<file path="config.mk">
export PLATFORM = sky130hd
export DESIGN_NAME = instruction_sequencer_flat
export DESIGN_NICKNAME = d
export VERILOG_FILES = /design/src/rtl/instruction_sequencer_if.sv /design/src/rtl/instruction_sequencer.sv /design/src/flat_wrapper.sv
export SDC_FILE = /design/constraint.sdc
export NUM_CORES = 1
export LEC_CHECK = 0
export ABC_AREA = 1
export BUFFER_PORTS_ARGS = -buffer_cell sky130_fd_sc_hd__buf_4
export CORE_MARGIN = 2
export CORE_UTILIZATION = 35
export CTS_CLUSTER_DIAMETER = 30
export DETAILED_ROUTE_END_ITERATION = 10
export GPL_ROUTABILITY_DRIVEN = 1
export GPL_TIMING_DRIVEN = 0
export PLACE_DENSITY = 0.69
export SLEW_MARGIN = 40
export SYNTH_ARGS = -nofsm -noshare
export SYNTH_HDL_FRONTEND = slang
export SYNTH_SLANG_ARGS = --single-unit
</file>
<file path="constraint.sdc">
create_clock -name clk -period 3.79 [get_ports clk]
set_input_delay 1.137 -clock clk [delete_from_list [all_inputs] [get_ports clk]]
set_output_delay 1.137 -clock clk [all_outputs]
set_load 0.005 [all_outputs]
</file>
<file path="src/rtl/instruction_sequencer_if.sv">
// Fetch-to-sequencer opcode handshake: fetch offers ir_data with ir_valid,
// the sequencer answers with a combinational ir_ready.
interface instruction_sequencer_if;
    logic [15:0] ir_data;
    logic        ir_valid;
    logic        ir_ready;

    modport master (output ir_data, output ir_valid, input ir_ready);
    modport slave  (input ir_data, input ir_valid, output ir_ready);
endinterface

</file>
<file path="src/rtl/instruction_sequencer.sv">
// AVR decode/sequencing stage. Decodes 16-bit opcodes into an instruction id
// plus operand fields and steps a 2-bit clock_counter through each
// instruction's execution cycles. Multi-cycle instructions hold ir_ready low
// until their final cycle so the next opcode issues with no bubble.
module instruction_sequencer #(
    parameter logic [7:0] ILLEGAL_ID = 8'hFF
) (
    input  logic                            clk,
    input  logic                            reset_n,
    instruction_sequencer_if.slave          ir,
    input  logic                            stall,
    input  logic                            flush,
    output logic [7:0]                      instruction_id,
    output logic [1:0]                      clock_counter,
    output logic                            last_cycle,
    output logic [4:0]                      rd,
    output logic [4:0]                      rr,
    output logic [11:0]                     imm
);

    typedef enum logic [0:0] {IDLE = 1'b0, EXEC = 1'b1} state_t;

    typedef struct packed {
        logic [7:0]  id;
        logic [4:0]  rd;
        logic [4:0]  rr;
        logic [11:0] imm;
    } dec_t;

    // Opcode -> id and operand fields; unused fields stay zero.
    function automatic dec_t decode(input logic [15:0] op);
        dec_t d;
        d = '0;
        if (op == 16'h0000) begin
            d.id = 8'h00;
        end else if (op[15:10] == 6'b000011) begin
            d.id = 8'h01;
            d.rd = {op[8], op[7:4]};
            d.rr = {op[9], op[3:0]};
        end else if (op[15:10] == 6'b000110) begin
            d.id = 8'h02;
            d.rd = {op[8], op[7:4]};
            d.rr = {op[9], op[3:0]};
        end else if (op[15:10] == 6'b001011) begin
            d.id = 8'h03;
            d.rd = {op[8], op[7:4]};
            d.rr = {op[9], op[3:0]};
        end else if (op[15:12] == 4'b1110) begin
            // LDI only reaches the upper register bank r16..r31
            d.id  = 8'h04;
            d.rd  = {1'b1, op[7:4]};
            d.imm = {4'b0000, op[11:8], op[3:0]};
        end else if (op[15:12] == 4'b1100) begin
            d.id  = 8'h10;
            d.imm = op[11:0];
        end else if (op[15:12] == 4'b1101) begin
            d.id  = 8'h11;
            d.imm = op[11:0];
        end else if (op == 16'h9508) begin
            d.id = 8'h12;
        end else if (op == 16'h95C8) begin
            d.id = 8'h22;
        end else if ((op[15:9] == 7'b1001000) && (op[3:0] == 4'b0100)) begin
            d.id = 8'h23;
            d.rd = op[8:4];
        end else if ((op[15:9] == 7'b1001000) && (op[3:0] == 4'b0101)) begin
            d.id = 8'h24;
            d.rd = op[8:4];
        end else begin
            d.id = ILLEGAL_ID;
        end
        return d;
    endfunction

    // Index of the final execution cycle for a decoded id (cycles - 1).
    function automatic logic [1:0] last_index(input logic [7:0] id);
        logic [1:0] n;
        case (id)
            8'h10:   n = 2'd1;
            8'h11:   n = 2'd2;
            8'h12:   n = 2'd3;
            8'h22:   n = 2'd2;
            8'h23:   n = 2'd2;
            8'h24:   n = 2'd2;
            default: n = 2'd0;
        endcase
        return n;
    endfunction

    state_t     state_r;
    logic [7:0] id_r;
    logic [1:0] cnt_r;
    logic [4:0] rd_r;
    logic [4:0] rr_r;
    logic [11:0] imm_r;
    logic       last_s;
    logic       ready_s;
    dec_t       dec_s;

    // Final-cycle detection and handshake readiness from registered state.
    always_comb begin
        last_s  = 1'b0;
        ready_s = 1'b0;
        dec_s   = decode(ir.ir_data);
        if (state_r == IDLE) begin
            last_s = 1'b1;
        end else begin
            last_s = (cnt_r == last_index(id_r));
        end
        ready_s = last_s && !stall && !flush;
    end

    // Sequencer FSM: flush beats stall beats accept/retire/count.
    always_ff @(posedge clk or negedge reset_n) begin
        if (!reset_n) begin
            state_r <= IDLE;
            id_r    <= 8'h00;
            cnt_r   <= 2'd0;
            rd_r    <= 5'd0;
            rr_r    <= 5'd0;
            imm_r   <= 12'd0;
        end else if (flush) begin
            state_r <= IDLE;
            id_r    <= 8'h00;
            cnt_r   <= 2'd0;
            rd_r    <= 5'd0;
            rr_r    <= 5'd0;
            imm_r   <= 12'd0;
        end else if (stall) begin
            state_r <= state_r;
        end else if (last_s) begin
            if (ir.ir_valid) begin
                state_r <= EXEC;
                id_r    <= dec_s.id;
                cnt_r   <= 2'd0;
                rd_r    <= dec_s.rd;
                rr_r    <= dec_s.rr;
                imm_r   <= dec_s.imm;
            end else begin
                state_r <= IDLE;
                id_r    <= 8'h00;
                cnt_r   <= 2'd0;
                rd_r    <= 5'd0;
                rr_r    <= 5'd0;
                imm_r   <= 12'd0;
            end
        end else begin
            cnt_r <= cnt_r + 2'd1;
        end
    end

    assign ir.ir_ready     = ready_s;
    assign last_cycle      = last_s;
    assign instruction_id  = id_r;
    assign clock_counter   = cnt_r;
    assign rd              = rd_r;
    assign rr              = rr_r;
    assign imm             = imm_r;

endmodule

</file>
<file path="src/flat_wrapper.sv">
// flat-port wrapper written by rule: the top's interface ports become plain ports
module instruction_sequencer_flat 
#(
    parameter logic [7:0] ILLEGAL_ID = 8'hFF
)
  (clk, reset_n, stall, flush, instruction_id, clock_counter, last_cycle, rd, rr, imm, ir_ir_data, ir_ir_valid, ir_ir_ready);
  instruction_sequencer_if ir_i ();
  input  logic clk;
  input  logic reset_n;
  input  logic stall;
  input  logic flush;
  output logic [7:0] instruction_id;
  output logic [1:0] clock_counter;
  output logic last_cycle;
  output logic [4:0] rd;
  output logic [4:0] rr;
  output logic [11:0] imm;
  input wire logic [$bits(ir_i.ir_data)-1:0] ir_ir_data;
  input wire logic [$bits(ir_i.ir_valid)-1:0] ir_ir_valid;
  output wire logic [$bits(ir_i.ir_ready)-1:0] ir_ir_ready;
  assign ir_i.ir_data = ir_ir_data;
  assign ir_i.ir_valid = ir_ir_valid;
  assign ir_ir_ready = ir_i.ir_ready;
  instruction_sequencer #(.ILLEGAL_ID(ILLEGAL_ID)) u_core (.clk(clk), .reset_n(reset_n), .ir(ir_i), .stall(stall), .flush(flush), .instruction_id(instruction_id), .clock_counter(clock_counter), .last_cycle(last_cycle), .rd(rd), .rr(rr), .imm(imm));
endmodule
</file>
; ---- Word level (Yosys, flattened, before mapping)
; Index checks and enable logic that the tools add are counted.
[classes]
addsub = 1
eq_ne = 19
mux = 50
n_reduce_logical = 10
[op_table]
columns = cell, count
row1 = two-way mux 12 bit, 10
row2 = two-way mux 8 bit, 10
row3 = two-way mux 5 bit, 14
row4 = two-way mux 13 bit, 3
row5 = two-way mux 18 bit, 2
row6 = "equality test 16 bit, second input constant", 2
row7 = "equality test 8 x 5 -> 1 bit, second input constant", 3
row8 = "equality test 8 x 6 -> 1 bit, second input constant", 3
row9 = two-way mux 22 bit, 1
row10 = logical NOT 16 bit, 1
row11 = "equality test 4 bit, second input constant", 3
row12 = "equality test 4 x 3 -> 1 bit, second input constant", 2
row13 = two-way mux 2 bit, 4
row14 = "equality test 7 bit, second input constant", 1
row15 = "equality test 6 x 2 -> 1 bit, second input constant", 1
row16 = "equality test 6 x 3 -> 1 bit, second input constant", 1
row17 = "equality test 6 x 4 -> 1 bit, second input constant", 1
row18 = case mux 2 bit (3 select lines), 1
row19 = two-way mux 1 bit, 5
row20 = logical AND 1 bit, 4
row21 = OR reduction 4 bit, 1
row22 = "adder 2 x 1 -> 2 bit, second input constant", 1
row23 = equality test 2 bit, 1
row24 = logical NOT 1 bit, 2
row25 = other kinds (3), 3
[word_totals]
regBits = 33
output_inout_bits = 34
wordCells = 86

; ---- Depth between registers and ports, before layout
[logic_depth]
ltp_word = 17
mapped_depth = 14
mapped_depth_nobuf = 13

; ---- Worst setup path before layout
; OpenSTA, ideal clock, no wires.
[synth_path]
kind = input port to output port
from = in flush
to = out ir_ir_ready
arrival_ns = 1.466
slack_ns = 1.187
stages = 2
path_buffers = 1
cell_sequence = clkbuf_1 -> nor2_1
[synth_via]
elab_chain_len = 2
[synth_rtl]
columns = element, line
row1 = start: declaration, flat_wrapper.sv:11  ; input logic flush;
row2 = logical NOT 1 bit, instruction_sequencer.sv:110  ; ready_s = last_s && !stall && !flush;
row3 = logical AND 1 bit, instruction_sequencer.sv:110
row4 = end: declaration, flat_wrapper.sv:20  ; output wire logic [$bits(ir_i.ir_ready)-1:0] ir_ir_ready;
; Every way passes these cells.

; ---- Final worst setup path
; Same ends and word-level chain as after synthesis.

==> results.sh <==
export IMPL_cts_clk_slew_worst_paths_ps=60
export IMPL_synth_top_family_by_area="simple AND/OR/NAND/NOR gates"
export IMPL_grt_pass1_vias=1808
export IMPL_cts_hold_buf=0
export IMPL_rrSetupSlack_ps=2180
export IMPL_seq_power_share_pct=46.2
export IMPL_synthesis_area_um2=1962
export IMPL_synthMuxAreaShare_pct=0
export IMPL_ff_latch_area_um2=775.7
export IMPL_core_area_um2=5473
export IMPL_maxCapViolations=0
export IMPL_fillCellCount=575
export IMPL_synth_simple_area_share_pct=37.76
export IMPL_start_kind="primary input"
export IMPL_final_core_util_pct=46.50
export IMPL_seq_area_frac_synth_pct=39.54
export IMPL_ys_types=28
export IMPL_synth_xor_area_share_pct=0.4464
export IMPL_gr_usage_met3_pct=3.523
export IMPL_hp_class="reg2reg"
export IMPL_cts_resized=0
export IMPL_fin_area_um2=2545
export IMPL_gr_total_overflow=0
export IMPL_reg2regPathDepth=13
export IMPL_fin_tns_setup_ps=0
export IMPL_p_comb_share_pct=19.6
export IMPL_layout_drive_gt1_share_pct=30.86
export IMPL_maxSlewHeadroom_pct=63.59
export IMPL_die_y_um=78.87
export IMPL_vias_per_cell=4.760
export IMPL_syn_area_per_cell_um2=7.460
export IMPL_die_area_um2=6220
export IMPL_synth_largest_area_cell="dfrtp_1"
export IMPL_h_tree_depth=2
export IMPL_cts_made_buffers=5
export IMPL_synth_compound_area_share_pct=11.10
export IMPL_syn_num_nets=284
export IMPL_antenna_found_initial=0
export IMPL_wire_per_inst_um=12.42
export IMPL_top_usage_layer="met2"
export IMPL_cts_buffer_depth=2
export IMPL_netSwitchingPower_mw=0.2156
export IMPL_drt_pass1_iterations=4
export IMPL_synth_seq_cells=31
export IMPL_synthAdderAreaFrac_pct=0
export IMPL_initial_utilization_pct=35.85
export IMPL_grt_max_degree=32
export IMPL_cts_sinks=31
export IMPL_vdd_drop_max_mv=0.1211
export IMPL_p_int_mw=0.5476
export IMPL_swShare_pct=28.25
export IMPL_drc_errors=0
export IMPL_hold_slack_ps=475.4
export IMPL_endpoint_kind="primary output"
export IMPL_rows=27
export IMPL_clk_latency_ps=280
export IMPL_dr_total_vias=1885
export IMPL_critPathLaunch="flush"
export IMPL_crit_path_end="ir_ir_ready"
export IMPL_routed_wl_um=4918
export IMPL_power_frac_clock_pct=34.2
export IMPL_max_freq_ghz=0.3353
export IMPL_num_io_pins=55
export IMPL_critPathArrivalTime_ps=1850
export IMPL_gp_congestion=0.8630
export IMPL_synth_cells=263
export IMPL_crit_fanout=10
export IMPL_netlist_area_leader_share_pct=39.54
export IMPL_place_area_um2=2457
export IMPL_outcome="completed"
export IMPL_preCtsSetupSlack_ps=828.9
export IMPL_yosys_top_cells_count="nand2_1, dfrtp_1, inv_1"
export IMPL_rsz0062_at_grt="no"
export IMPL_ant_nets=0
export IMPL_syn2layout_area_growth_pct=29.72
export IMPL_min_period_ps=2983
export IMPL_grt_pass1_wl_um=8535
export IMPL_finClkSkew_ps=5.300
export IMPL_drt_iter0_markers=103
export IMPL_tightest_slew_ps=544.1
export IMPL_leakage_nw=1.368
export IMPL_synthFlopType="dfrtp_1"
export IMPL_synth_edf_count=0
export IMPL_grt_use_total_pct=17.23
export IMPL_synth_area_top_cells="dfrtp_1, nand2_1, inv_1, o21ai_2, nand4_1"
export IMPL_setup_ws_ps=807.4
export IMPL_die_x_um=78.87
export IMPL_io_buffers=54
export IMPL_cts_root_buf="clkbuf_8"
export IMPL_cts_setup_buffers=0
export IMPL_slew_viol_final=0
export IMPL_ys_async_sr_fraction_pct=100.0
export IMPL_setup_viol=0
export IMPL_yosysMostFrequentCell="nand2_1"
export IMPL_hold_violations=0
export IMPL_power_density_nw_per_um2=299.9
export IMPL_multi_input_area_um2=967.2
export IMPL_reg2reg_to="u_core.imm[11]"
export IMPL_cts_tree="yes"
export IMPL_dp_hpwl_um=3946
export IMPL_grtUsageMet1_pct=24.15
export IMPL_min_period_over_period_pct=78.70
export IMPL_nets=345
export IMPL_reg2reg_from="u_core.instruction_id[5]"
export IMPL_ys_warn_count=0
export IMPL_antennaDiodeCount=0
export IMPL_critical_path_required_ps=2650
export IMPL_use_met2_pct=27.01
export IMPL_crit_type="in2out"
## stage by stage
step	std cells	power, mW
finish	396	0.7633
CTS	396	0.7737
floorplan	263	0.4408
global placement	389	0.5065
detailed placement	389	0.5089
global route	396	0.8098
## critical path: stages
cell and delay (ps):
buf_4 90, clkbuf_1 340, nor2_1 120, buf_4 150
## power by group through the flow
stage / clock network [mW] / logic, mW / registers, mW
after CTS: 0.270 / 0.151 / 0.352
after floorplan: 0 / 0.0835 / 0.357
after global placement: 0 / 0.149 / 0.358
after global routing: 0.288 / 0.169 / 0.353
final: 0.261 / 0.150 / 0.352
after detailed placement: 0 / 0.151 / 0.358
## placed cells by master, fill, tap and decap left out, types with 2 or more instances in the layout
master	Yosys	layout
a2111oi_0	3	3
a21oi_1	4	4
a31oi_1	3	3
buf_4	3	57
buf_6	3	3
clkbuf_8	0	6
dfrtp_1	31	31
inv_1	28	28
inv_2	2	2
nand2_1	79	79
nand2_2	9	9
nand2_4	2	2
nand3_1	14	14
nand4_1	13	13
nor2_1	21	21
nor2_2	3	3
nor3_1	13	13
o21ai_0	11	11
o21ai_1	2	2
o21ai_2	10	10
## flip-flops by register name, indices dropped and copies added, names as in the netlist
name / cells
u_core.imm: 12
u_core.instruction_id: 6
u_core.rd: 5
u_core.rr: 5
u_core.clock_counter: 2
u_core.state_r: 1
## routing by layer
layer	part of all wire [%]	routed length, um
met1	47	2306
met2	45	2226
met3	6.3	310
met4	1.5	74
met5	0	0
## area by class of cell
type                       instances  share of cell area [%]
clock inverter                     1                  0.1967
sequential                        31                   30.48
tap                               72                   3.540
inverter                          31                   4.867
timing repair buffer              54                   15.93
buffer                             9                   3.736
multi-input combinational        192                   38.00
clock buffer                       6                   3.245
## worst min path at each step
| stage | startpoint | endpoint | slack, ps | depth (start not counted) |
|---|---|---|---|---|
| floorplan | u_core.imm[10] | u_core.imm[10] | 460 | 2 |
| CTS | u_core.imm[4] | u_core.imm[4] | 480 | 2 |
| finish | u_core.imm[4] | u_core.imm[4] | 480 | 2 |
| detailed placement | u_core.imm[4] | u_core.imm[4] | 470 | 2 |
| global placement | u_core.imm[9] | u_core.imm[9] | 460 | 2 |
| global route | u_core.rr[1] | u_core.rr[1] | 510 | 2 |
## kinds of logic (layout without fill, tap and decap cells)
family | Yosys count | count (layout)
AO/OA/AOI/OAI | 33 | 33
XOR/XNOR | 1 | 1
buffers and inverters | 40 | 101
flip-flops | 31 | 31
AND/OR/NAND/NOR | 158 | 158
Power figures use the tool's default switching activity.
